File: src/rtl/arb_req.sv
// arb_req: per-port request controller in front of one priority-arbiter input.
// Buffers incoming words in a 2^AW-deep FIFO, raises req once a complete
// packet is stored, and streams that packet one word per granted cycle.
// req is held for the whole packet (grant may be withdrawn mid-packet) and
// drops for exactly one cycle between packets.
//
// Ports:
//   clk        clock, all state on rising edge
//   rst        asynchronous reset, active-low
//   in_valid   input word valid
//   in_ready   FIFO can accept a word (!full)
//   in_data    input word
//   in_last    input word ends its packet
//   req        registered request to the arbiter
//   grt        grant from the arbiter (combinational from req)
//   out_valid  registered output word valid
//   out_data   registered output word
//   out_last   registered end-of-packet
//   err        sticky: FIFO full with no complete packet stored
module arb_req #(
  parameter int DW = 64,
  parameter int AW = 4
) (
  input  logic          clk,
  input  logic          rst,
  input  logic          in_valid,
  output logic          in_ready,
  input  logic [DW-1:0] in_data,
  input  logic          in_last,
  output logic          req,
  input  logic          grt,
  output logic          out_valid,
  output logic [DW-1:0] out_data,
  output logic          out_last,
  output logic          err
);

  localparam int          DEPTH   = 1 << AW;
  localparam logic [AW:0] DEPTH_C = (AW + 1)'(DEPTH);

  typedef enum logic [1:0] {
    IDLE = 2'd0,
    REQ  = 2'd1,
    GAP  = 2'd2
  } state_e;

  state_e          state_q;
  logic            req_q;
  logic [DW:0]     mem_q [DEPTH];
  logic [AW-1:0]   wr_ptr_q, rd_ptr_q;
  logic [AW:0]     count_q, count_d;
  logic [AW:0]     pkt_cnt_q, pkt_cnt_d;
  logic            out_valid_q, out_last_q, err_q;
  logic [DW-1:0]   out_data_q;

  logic            full, push, pop;
  logic [DW:0]     head;
  logic            head_last;

  assign full      = (count_q == DEPTH_C);
  assign push      = in_valid & ~full;           // never push when full, even while popping
  assign pop       = (state_q == REQ) & grt;
  assign head      = mem_q[rd_ptr_q];
  assign head_last = head[DW];

  always_comb begin
    count_d   = count_q + (AW + 1)'(push) - (AW + 1)'(pop);
    pkt_cnt_d = pkt_cnt_q + (AW + 1)'(push & in_last) - (AW + 1)'(pop & head_last);
  end

  // Storage array carries no reset; pointers and counts define validity.
  always_ff @(posedge clk) begin
    if (push) mem_q[wr_ptr_q] <= {in_last, in_data};
  end

  always_ff @(posedge clk or negedge rst) begin
    if (!rst) begin
      wr_ptr_q    <= '0;
      rd_ptr_q    <= '0;
      count_q     <= '0;
      pkt_cnt_q   <= '0;
      out_valid_q <= 1'b0;
      out_data_q  <= '0;
      out_last_q  <= 1'b0;
      err_q       <= 1'b0;
    end else begin
      if (push) wr_ptr_q <= wr_ptr_q + 1'b1;
      if (pop)  rd_ptr_q <= rd_ptr_q + 1'b1;
      count_q     <= count_d;
      pkt_cnt_q   <= pkt_cnt_d;
      out_valid_q <= pop;
      if (pop) begin
        out_data_q <= head[DW-1:0];
        out_last_q <= head_last;
      end
      // A full FIFO without a complete packet can never drain: deadlock flag.
      if (full && (pkt_cnt_q == '0)) err_q <= 1'b1;
    end
  end

  // Request FSM; req is registered alongside the state so it is glitch-free.
  always_ff @(posedge clk or negedge rst) begin
    if (!rst) begin
      state_q <= IDLE;
      req_q   <= 1'b0;
    end else begin
      case (state_q)
        IDLE: begin
          if ((pkt_cnt_q != '0) && !err_q) begin
            state_q <= REQ;
            req_q   <= 1'b1;
          end
        end
        REQ: begin
          if (grt && head_last) begin
            state_q <= GAP;
            req_q   <= 1'b0;
          end
        end
        GAP: begin
          // pkt_cnt_d includes a last word arriving during the gap cycle.
          if ((pkt_cnt_d != '0) && !err_q) begin
            state_q <= REQ;
            req_q   <= 1'b1;
          end else begin
            state_q <= IDLE;
            req_q   <= 1'b0;
          end
        end
        default: begin
          state_q <= IDLE;
          req_q   <= 1'b0;
        end
      endcase
    end
  end

  assign in_ready  = ~full;
  assign req       = req_q;
  assign out_valid = out_valid_q;
  assign out_data  = out_data_q;
  assign out_last  = out_last_q;
  assign err       = err_q;

endmodule

File: config.mk
export PLATFORM = sky130hd
export DESIGN_NAME = arb_req
export DESIGN_NICKNAME = d
export VERILOG_FILES = /design/src/rtl/arb_req.sv
export SDC_FILE = /design/constraint.sdc
export NUM_CORES = 1
export LEC_CHECK = 0
export BUFFER_PORTS_ARGS = -buffer_cell sky130_fd_sc_hd__buf_2
export CAP_MARGIN = 20
export CORE_AREA = 2 2 271 273
export DETAILED_ROUTE_END_ITERATION = 8
export DIE_AREA = 0 0 273 275
export PLACE_DENSITY_LB_ADDON = 0.15
export SKIP_LAST_GASP = 1
export SYNTH_ARGS = -nofsm -noshare
export SYNTH_HDL_FRONTEND = slang
export SYNTH_SLANG_ARGS = --single-unit
export TNS_END_PERCENT = 30
File: constraint.sdc
create_clock -name clk -period 10.5 [get_ports clk]
set_input_delay 3.15 -clock clk [delete_from_list [all_inputs] [get_ports clk]]
set_output_delay 3.15 -clock clk [all_outputs]
set_load 0.005 [all_outputs]
==> run_results.csv <==
group,metric,value,unit
cells_and_area,areaGrowthSynthToFinish,12.5,%
cells_and_area,drive_gt1_share,27.7,%
clocking,cts_sinks,1128,
floorplanning,die_w,273,um
sta,setup_tns,0,ns
drt,vias,19900,
sta,clock_skew,0.0227,ns
cells_and_area,final_util,66.7,%
yosys,synth_cell_type_count,36,
drt,via_per_inst,6.24,
critical_path,crit_top_cell,"a21oi_1",
hold_path,min_path_type,"reg -> reg",
placed_design,io_buffers,137,
clocking,cts_hold_buf,0,
yosys,synth_top_family_by_area,"multiplexers",
job,drv_cap,0,
clocking,clockRootBuffer,"clkbuf_16",
placed_design,dp_hpwl,44800,um
drt,postRouteAntennaNets,0,
critical_path,endpoint_kind,"register",
yosys,ys_ff_latch,1128,
yosys,synth-simple-area-share,1.24,%
sta,setup_slack,5.14,ns
clocking,clkLatencyLatePin,0.66,ns
yosys,synth_xor_area_share,0.286,%
drt,wirelength,87800,um
floorplanning,io_pins,138,
global_route,grt_max_degree,111,
power,total_power,13.0,mW
sta,max-slew-margin-rel,26.9,%
yosys,synth-compound-area-share,1.79,%
drt,first_pass_iters,5,
global_route,grt_overflow_total,0,
sta,max_freq,187,MHz
floorplanning,die-area,0.0751,mm2
sta,worstMarginPinSlew,1.10,ns
clocking,htree_levels,3,
yosys,syn_nets,2029,
power,peakVddDrop,201,uV
global_route,antenna_found_initial,7,
sta,finalMaxSlewViolations,0,
power,cellPowerDensity,269,mW/mm2
placed_design,place_area,0.0447,mm2
clocking,cts_resized,0,
drt,drt_iter0_markers,1971,
yosys,synth.avg_cell_area,22.1,um2
sta,rsz0062_at_grt,"no",
global_route,grt_pass1_wl,132000,um
power,power_leakage,16.0,nW
clocking,cts_tree,"done",
cells_and_area,fin_area,0.0482,mm2
clocking,clockBufferDepth,3,
floorplanning,start_util,59.2,%
critical_path,crit_chain,"buf_2 > nand2b_1 > a21oi_1 > nand3_1 > a21oi_1 > ha_1 > inv_1 > ha_1 > inv_1 > fa_1 > nand2b_1 > a21oi_1 > xnor2_1 > o41ai_1 > o221ai_1",
sta,finalHoldViolCount,0,
drt,drc_errors,0,
critical_path,slowest_stage,"o41ai_1",
yosys,ys_warn_count,0,
cells_and_area,final_net_count,2221,
critical_path,crit_buf_inv,3,
clocking,cts_setup_buffers,0,
sta,setup_viol,0,
placed_design,pre_cts_ws,4.44,ns
clocking,cts_made_buffers,109,
yosys,synth_mux_area_share,16.6,%
critical_path,crit_fanout,3,
yosys,synth_fa_ha_area_share,0.590,%
sta,min_period_over_period,51.0,%
yosys,synthesis.area,0.0429,mm2
global_route,first_global_vias,20700,
drt,routedWlPerCell,27.6,um
critical_path,critical_path_class,"in -> reg",
critical_path,worstPathArrival,5.87,ns
sta,finalCriticalPeriod,5.36,ns
critical_path,startpoint_type,"input port",
clocking,clkTransAtPathRegs,0.06,ns
run_status,status,"finished, final reports clean",
yosys,ys_seq_area_share,78.0,%
floorplanning,fp.dieH,275,um
floorplanning,core,0.0723,mm2
global_route,track_usage,23.9,%
placed_design,gp_congestion,0.736,
critical_path,cp_top_family,"compound AO/OA/AOI/OAI gates",
yosys,synth_cells,1941,
floorplanning,row_count,99,
critical_path,cp_slowest_stage_delay,0.45,ns
critical_path,cp.required,11.01,ns
==> cell families (layout without fill, tap and decap cells) <==
logic type	Yosys count	in the layout
XOR/XNOR	14	14
other	0	1
AO/OA/AOI/OAI	147	147
AND/OR/NAND/NOR	120	120
flip-flops	1128	1128
adder cells (fa/ha/maj)	19	19
multiplexers	392	392
buffers and inverters	121	404
==> sequential cells by signal, summed over array words and instances, names as in the netlist <==
name and cells:
out_valid 1, wr_ptr_q 4, out_data 64, state_q 2
rd_ptr_q 4, mem_q 1040, req 1, err 1
pkt_cnt_q 5, count_q 5, out_last 1
==> final cells by class <==
class,count,area (um2)
Timing Repair Buffer,179,1050
Clock buffer,139,2990
Sequential cell,1128,33400
Fill cell,4686,24100
Clock inverter,63,546
Tap cell,959,1200
Antenna cell,1,2.50
Multi-Input combinational cell,692,8900
Inverter,23,86.3
==> per-layer routing <==
metal  up-vias  wire length [um]  GRT usage [%]
met5         -                62              0
met4        10              1340           5.52
met3       104              5230           3.51
met2       649             45200           40.5
met1     10700             36000           33.7
li1       8395                 -              -
==> Yosys cell counts <==
master    number  area share (%)
a21oi_1       72            0.84
o21ai_1       65            0.76
nor4b_1        1           0.020
inv_1         21            0.18
nor2b_1        3           0.044
o211ai_1       1           0.018
nand4_1        2           0.029
edfxtp_1    1040              73
o41ai_1        1           0.020
ha_1          17            0.50
buf_4          4           0.070
nand2b_1       6           0.088
buf_2         32            0.37
nor3b_1        1           0.018
xnor2_1       11            0.22
buf_1          7           0.061
inv_2          2           0.018
mux4_2       256              13
o221ai_1       1           0.020
nand2_1       11           0.096
xor2_1         3           0.061
nand3b_1       2           0.035
nor2_1        74            0.65
a41o_1         1           0.023
a21o_1         3           0.053
fa_1           2           0.093
dfrtp_1       88             5.1
nand3_1        6           0.070
nor3_1         4           0.047
clkbuf_1      40            0.35
nor4_1         4           0.058
mux2i_1      136             3.2
a22oi_1        2           0.035
o22a_1         1           0.020
and2_1         6           0.088
buf_6         15            0.39
==> metrics by stage <==
step	hold slack (ns)	cells
after detailed placement	0.486	2980
after CTS	0.501	3182
final	0.497	3184
after global routing	0.523	3184
after global placement	0.486	2980
after floorplan	0.474	1941
==> power breakdown <==
group          internal [mW]  switching (mW)
clock                   2.23            1.61
combinational           1.54            1.76
sequential              5.50           0.332
total                   9.27            3.71
==> cell usage in the layout (no fill, tap or decap), drive strengths merged, types with 17 or more instances in the layout <==
cell | netlist | final
ha | 17 | 17
clkbuf | 40 | 139
clkinv | 0 | 51
o21ai | 65 | 65
nor2 | 74 | 74
dfrtp | 88 | 88
mux2i | 136 | 136
a21oi | 72 | 72
edfxtp | 1040 | 1040
mux4 | 256 | 256
buf | 58 | 179
inv | 23 | 25
==> worst min-delay path, cell delays in order, from the launching register on <==
cell and delay, ns:
dfrtp_1 0.33, a21oi_1 0.06, o21ai_1 0.06
==> final timing paths <==
| check | from | to | slack [ns] | depth (start not counted) |
|---|---|---|---|---|
| max | grt | state_q[0] | 5.14 | 15 |
| min | out_data[39] | out_data[39] | 0.50 | 2 |
| max reg2reg | rd_ptr_q[1] | out_data[35] | 6.10 | 8 |
| min reg2reg | out_data[39] | out_data[39] | 0.50 | 2 |
| max in group asynchronous | rst | rd_ptr_q[0] | 6.46 | 2 |
| min in group asynchronous | rst | out_data[54] | 2.49 | 1 |
No activity file was read; power rests on OpenSTA's default activity.
